## src/rtl/loader_pkg.sv

```systemverilog
// loader_pkg: shared definitions for the program loader.
//   - default widths and the section-size limit
//   - byte order of the incoming stream (low byte first)
//   - loader FSM state enumeration (15 states)
package loader_pkg;

    localparam int ADDR_W_DEF    = 9;
    localparam int DATA_W_DEF    = 16;
    localparam int MAX_WORDS_DEF = 512;

    // Stream carries the least-significant byte of every 16-bit field first.
    localparam bit LSB_FIRST = 1'b1;

    typedef enum logic [3:0] {
        ST_IDLE,
        ST_ICNT_LO,
        ST_ICNT_HI,
        ST_I_LO,
        ST_I_HI,
        ST_I_WR,
        ST_I_HOLD,
        ST_DCNT_LO,
        ST_DCNT_HI,
        ST_D_LO,
        ST_D_HI,
        ST_D_WR,
        ST_D_HOLD,
        ST_RUN,
        ST_ERR
    } state_t;

endpackage

```

## src/rtl/word_assembler.sv

```systemverilog
// word_assembler: builds a DATA_W word from two stream bytes.
//   clock, reset_n : clock and synchronous active-low reset
//   byte_in        : current stream byte
//   lo_stb, hi_stb : capture byte_in as the low / high byte this cycle
//   word           : word as it will be after this edge (current byte merged
//                    in), so the FSM can act on a field the same cycle its
//                    last byte arrives
module word_assembler
    import loader_pkg::*;
#(
    parameter int DATA_W = DATA_W_DEF
) (
    input  logic              clock,
    input  logic              reset_n,
    input  logic [7:0]        byte_in,
    input  logic              lo_stb,
    input  logic              hi_stb,
    output logic [DATA_W-1:0] word
);

    localparam int LO_POS = LSB_FIRST ? 0 : 8;
    localparam int HI_POS = LSB_FIRST ? 8 : 0;

    logic [DATA_W-1:0] word_q;

    always_comb begin
        word = word_q;
        if (lo_stb) word[LO_POS +: 8] = byte_in;
        if (hi_stb) word[HI_POS +: 8] = byte_in;
    end

    always_ff @(posedge clock) begin
        if (!reset_n) word_q <= '0;
        else          word_q <= word;
    end

endmodule

```

## src/rtl/prog_loader.sv

```systemverilog
// prog_loader: byte-stream program loader feeding the multicore memory-load
// interface. Stream: icount, icount words, dcount, dcount words (all 16-bit,
// low byte first). Instruction words go to IRAM via start_2, data words to
// DRAM via start_3, then start is held high until the next load_req.
//   clock, reset_n           : clock, synchronous active-low reset
//   load_req                 : begin a new load (from IDLE, RUN or ERR)
//   rx_data/rx_valid/rx_ready: byte stream handshake
//   addr_ext                 : IRAM/DRAM word address
//   start_2/iram_write_ext/data_ins  : IRAM load select, write, data
//   start_3/dram_write_ext/data_dram : DRAM load select, write, data
//   start                    : processor run level
//   busy                     : load in progress
//   error                    : oversize section count, held until load_req
module prog_loader
    import loader_pkg::*;
#(
    parameter int ADDR_W    = ADDR_W_DEF,
    parameter int DATA_W    = DATA_W_DEF,
    parameter int MAX_WORDS = MAX_WORDS_DEF
) (
    input  logic              clock,
    input  logic              reset_n,
    input  logic              load_req,
    input  logic [7:0]        rx_data,
    input  logic              rx_valid,
    output logic              rx_ready,
    output logic [ADDR_W-1:0] addr_ext,
    output logic              start_2,
    output logic              iram_write_ext,
    output logic [DATA_W-1:0] data_ins,
    output logic              start_3,
    output logic              dram_write_ext,
    output logic [DATA_W-1:0] data_dram,
    output logic              start,
    output logic              busy,
    output logic              error
);

    localparam logic [DATA_W-1:0] MAX_CNT = DATA_W'(MAX_WORDS);

    state_t            state;
    state_t            nxt;
    logic [DATA_W-1:0] count_q;
    logic [ADDR_W-1:0] word_addr;
    logic [DATA_W-1:0] asm_word;
    logic              accept;
    logic              lo_stb;
    logic              hi_stb;
    logic              last_word;
    logic              cnt_done;

    function automatic logic is_collect(input state_t s);
        return s inside {ST_ICNT_LO, ST_ICNT_HI, ST_I_LO, ST_I_HI,
                         ST_DCNT_LO, ST_DCNT_HI, ST_D_LO, ST_D_HI};
    endfunction

    function automatic logic is_busy(input state_t s);
        return !(s inside {ST_IDLE, ST_RUN, ST_ERR});
    endfunction

    // rx_ready is a registered copy of is_collect(state).
    assign accept    = rx_valid && rx_ready;
    assign lo_stb    = accept && (state inside {ST_ICNT_LO, ST_I_LO, ST_DCNT_LO, ST_D_LO});
    assign hi_stb    = accept && (state inside {ST_ICNT_HI, ST_I_HI, ST_DCNT_HI, ST_D_HI});
    assign cnt_done  = accept && (state inside {ST_ICNT_HI, ST_DCNT_HI});
    assign last_word = (DATA_W'(word_addr) == (count_q - DATA_W'(1)));

    word_assembler #(.DATA_W(DATA_W)) u_asm (
        .clock   (clock),
        .reset_n (reset_n),
        .byte_in (rx_data),
        .lo_stb  (lo_stb),
        .hi_stb  (hi_stb),
        .word    (asm_word)
    );

    always_comb begin
        nxt = state;
        case (state)
            ST_IDLE, ST_RUN, ST_ERR: if (load_req) nxt = ST_ICNT_LO;
            ST_ICNT_LO: if (accept) nxt = ST_ICNT_HI;
            ST_ICNT_HI: if (accept) begin
                if (asm_word > MAX_CNT)  nxt = ST_ERR;
                else if (asm_word == '0) nxt = ST_DCNT_LO;
                else                     nxt = ST_I_LO;
            end
            ST_I_LO:    if (accept) nxt = ST_I_HI;
            ST_I_HI:    if (accept) nxt = ST_I_WR;
            ST_I_WR:    nxt = ST_I_HOLD;
            ST_I_HOLD:  nxt = last_word ? ST_DCNT_LO : ST_I_LO;
            ST_DCNT_LO: if (accept) nxt = ST_DCNT_HI;
            ST_DCNT_HI: if (accept) begin
                if (asm_word > MAX_CNT)  nxt = ST_ERR;
                else if (asm_word == '0) nxt = ST_RUN;
                else                     nxt = ST_D_LO;
            end
            ST_D_LO:    if (accept) nxt = ST_D_HI;
            ST_D_HI:    if (accept) nxt = ST_D_WR;
            ST_D_WR:    nxt = ST_D_HOLD;
            ST_D_HOLD:  nxt = last_word ? ST_RUN : ST_D_LO;
            default:    nxt = ST_IDLE;
        endcase
    end

    // All outputs are registered decodes of the next state, so they line up
    // with the state register and are glitch-free.
    always_ff @(posedge clock) begin
        if (!reset_n) begin
            state          <= ST_IDLE;
            count_q        <= '0;
            word_addr      <= '0;
            rx_ready       <= 1'b0;
            busy           <= 1'b0;
            start          <= 1'b0;
            start_2        <= 1'b0;
            start_3        <= 1'b0;
            iram_write_ext <= 1'b0;
            dram_write_ext <= 1'b0;
            error          <= 1'b0;
            addr_ext       <= '0;
            data_ins       <= '0;
            data_dram      <= '0;
        end else begin
            state          <= nxt;
            rx_ready       <= is_collect(nxt);
            busy           <= is_busy(nxt);
            start          <= (nxt == ST_RUN);
            start_2        <= (nxt == ST_I_WR) || (nxt == ST_I_HOLD);
            start_3        <= (nxt == ST_D_WR) || (nxt == ST_D_HOLD);
            iram_write_ext <= (nxt == ST_I_WR);
            dram_write_ext <= (nxt == ST_D_WR);
            error          <= (nxt == ST_ERR);

            if (cnt_done) begin
                count_q   <= asm_word;
                word_addr <= '0;
            end

            if ((state == ST_I_HOLD || state == ST_D_HOLD) && !last_word)
                word_addr <= word_addr + ADDR_W'(1);

            // Address and data are latched only when a word's write begins,
            // keeping them steady through WR/HOLD and until the next write.
            if (nxt == ST_I_WR) begin
                addr_ext <= word_addr;
                data_ins <= asm_word;
            end
            if (nxt == ST_D_WR) begin
                addr_ext  <= word_addr;
                data_dram <= asm_word;
            end
        end
    end

endmodule

```

## config.mk

```make
export PLATFORM = sky130hd
export DESIGN_NAME = prog_loader
export DESIGN_NICKNAME = d
export VERILOG_FILES = /design/src/rtl/loader_pkg.sv /design/src/rtl/word_assembler.sv /design/src/rtl/prog_loader.sv
export SDC_FILE = /design/constraint.sdc
export NUM_CORES = 1
export LEC_CHECK = 0
export CAP_MARGIN = 20
export CORE_UTILIZATION = 48
export CTS_CLUSTER_DIAMETER = 60
export DETAILED_ROUTE_END_ITERATION = 16
export HOLD_SLACK_MARGIN = 0.03
export PLACE_DENSITY_LB_ADDON = 0.15
export SYNTH_ARGS = -nofsm -noshare
export SYNTH_HDL_FRONTEND = slang
export SYNTH_SLANG_ARGS = --single-unit
```

## constraint.sdc

```tcl
create_clock -name clock -period 3.4 [get_ports clock]
set_input_delay 0.51 -clock clock [delete_from_list [all_inputs] [get_ports clock]]
set_output_delay 0.51 -clock clock [all_outputs]
set_load 0.02 [all_outputs]
```

==> run summary <==
Synth Area per Inst: 8.88 µm²
Area Overhead vs Synth: 20.7%
Clk Latency, worst-skew pair: 0.37 ns
Max VDD drop: 0.000246 V
postcts setup bufs: 0
Routed wire per std cell: 16.0 µm
clock buffer depth: 2
Pins Over Slew Limit: 0
top_reg_cell synth: dfxtp_1
mapped cell area: 4400 µm²
most frequent cells after synthesis: dfxtp_1, nor2_1, a211oi_1
Hold Violations, Final: 0
syn nets: 510
RSZ-0062 raised after global routing: false
Setup CP Type: reg -> reg
initial core utilization: 0.500
Switching Share: 0.256
total gr overflow: 0
number of diodes: 0
worst clock skew: 0.0121 ns
DR pass1 iterations: 5
sequential share of power: 0.544
Least-Margin Pin Slew: 0.681 ns
proportion of layout cells with a drive suffix above 1: 0.114
largest net degree at the start of global routing: 67
DR top layer: met4
Netlist cell types: 71
Synth Area in Compound Gates: 0.181
Fin Hold WS: 0.475 ns
EDFF count, synth: 0
area leader, netlist: dfxtp_1
Pwr Total: 2.06 mW
DIE AREA: 9560 µm²
DR iter-0 viols: 171
Num CTS Buffers: 9
reg2reg start: count_q[1]$_SDFFE_PN0P_
Comb pwr share: 0.081
Synth Instances: 496
largest cells by area after synthesis: dfxtp_1, nor2_1, mux2i_1
Worst setup SP type: register
Worst setup EP type: register
Ys Warns: 0
routed via count: 3847
Async SR Flop Fraction: 0
DRC Markers: 0
Final min period: 3.09 ns
ANT nets after route: 0
FF+latch count, synth: 94
switching pwr: 0.528 mW
Adder-Cell Fraction of Synth Area: 0.00568
vias in the first global route: 3543
Synth top area share: 0.427
Ports: 61
Die Ht: 97.8 µm
CTS Sinks: 94
most numerous cell in the Yosys netlist: dfxtp_1
cts repair resizes: 0
worst-path cell with the longest stage delay: or4_4
RD Place Congestion: 0.880
Worst Slack Setup Final: 0.310 ns
Worst EP required: 3.70 ns
DR vias/cell: 5.80
hold path start: data_dram[14]$_SDFFE_PN0P_
FF/Latch Area: 1880 µm²
HP Class: reg -> reg
CP bufs+invs: 1
# rows: 34
simple-gate share of the synthesized area: 0.247
Arr. time, crit path: 3.39 ns
met3 WL: 351 µm
Port Buffers: 60
clock group share of total power: 0.374
final wirelength: 10600 µm
multi-input logic area: 2300 µm²
Total Routing Usage GR: 0.230
leakage dissipation: 1.81 nW
Pint: 1.54 mW
CTS tree: done
main combinational cell family by area after synthesis: simple AND/OR/NAND/NOR gates
CTS Root Cell: clkbuf_8
max incr delay on CP: 0.56 ns
Critical Path Source: count_q[1]$_SDFFE_PN0P_
Final setup viols: 0
post-route setup TNS: 0 ns
H-tree levels: 3
total core area: 8810 µm²
CP cell instances: inv_1 > ha_1 > or2b_2 > a2111o_1 > and3_1 > or4_4 > nor4_4 > o21a_4 > nand2_1 > a31oi_1
# nets final: 564
Post-Route M1 WL: 4930 µm
pre-CTS WS: 0.192 ns
outcome: finished, final reports clean
fill count: 798
final design utilization: 0.604
antenna violations before repair: 0
xor and xnor area share after synthesis: 0.0159
Clock transition at path regs: 0.10 ns
Die X: 97.8 µm
fin crit share: 0.909
Post-CTS Hold Buffers: 0
first-pass GRT wire length: 17500 µm
post-synthesis sequential area ratio: 0.427
max-cap check violation count: 0
Power Dens Cells: 388 nW/µm²
hpwl dp: 7640 µm
CP max FO: 8
mux cell area share after synthesis: 0.0716
slew margin rel.: 0.533
FMAX: 0.324 GHz
Worst path top cell family by delay: simple AND/OR/NAND/NOR gates
met2 routed WL: 5210 µm
-- per-layer routing --
| metal | GRT usage | vias to the layer above |
|---|---|---|
| met3 | 0.0329 | 15 |
| met4 | 0.0769 | 0 |
| li1 | - | 1921 |
| met5 | 0 | - |
| met1 | 0.308 | 1839 |
| met2 | 0.380 | 72 |
-- tightest hold or removal path, cell delays in order (launching register included) --
cell	delay (ns)
dfxtp_1	0.32
nand3_1	0.06
o31ai_1	0.06
-- cell usage in the layout (no fill, tap or decap), types with 3 or more instances in the layout --
cell type        netlist  routed
nand2_1               25      25
nor4_1                 9       9
a21oi_1               14      14
and3_1                 8       8
o21ai_0               11      11
mux2i_1               27      27
xnor2_1                7       7
inv_1                  5       5
mux2_2                 4       4
nand2b_1               4       4
a31oi_1                7       7
dfxtp_1               94      94
nor3_1                13      13
a211oi_1              34      34
buf_4                  1      17
o211ai_1               3       3
and2_1                 4       4
nand3b_1               6       6
nor2b_1                6       6
clkbuf_8               2       9
clkdlybuf4s50_1        0      60
nand3_1               25      25
o31ai_1               17      17
nor2_1                75      74
a311oi_1               3       3
or3_1                  6       6
-- layout make-up --
cell class / instances / share of cell area
well taps: 108 / 0.0254
clock inverters: 6 / 0.0155
multi-input cells: 360 / 0.432
flip-flops and latches: 94 / 0.354
clock buffers: 10 / 0.0240
repair buffers: 79 / 0.145
inverters: 6 / 0.00424
-- power groups by stage --
stage | clock network [mW] | registers (mW) | logic [mW]
floorplan | 0 | 1.15 | 0.108
global placement | 0 | 1.15 | 0.164
global route | 0.834 | 1.13 | 0.184
detailed placement | 0 | 1.15 | 0.167
CTS | 0.787 | 1.12 | 0.168
finish | 0.773 | 1.12 | 0.168
-- worst paths after layout --
path,end,slack [ns],cells after the start
max reg2reg,word_addr[5]$_SDFFE_PN0P_,0.31,10
max,word_addr[5]$_SDFFE_PN0P_,0.31,10
min,data_dram[14]$_SDFFE_PN0P_,0.48,2
min reg2reg,data_dram[14]$_SDFFE_PN0P_,0.48,2
-- registers in the layout, indices dropped and copies added, names as in the netlist --
name	count
addr_ext	9
busy	1
count_q	16
data_dram	16
data_ins	16
dram_write_ext	1
error	1
iram_write_ext	1
rx_ready	1
start	1
start_2	1
start_3	1
state	4
u_asm.word_q	16
word_addr	9
-- logic make-up (layout without fill, tap and decap cells) --
group,after synthesis,in the layout
simple gates,208,208
compound gates,111,111
flops,94,94
buf+inv,42,101
mux,31,31
xor+xnor,8,8
fa+ha+maj,2,2
-- stage by stage --
step	std cells	area [µm²]
3_3_place_gp	647	5100
4_1_cts	663	5320
5_1_grt	663	5320
6_report	663	5320
2_1_floorplan	496	4400
3_5_place_dp	647	5100
No activity file was read; power rests on OpenSTA's default activity.
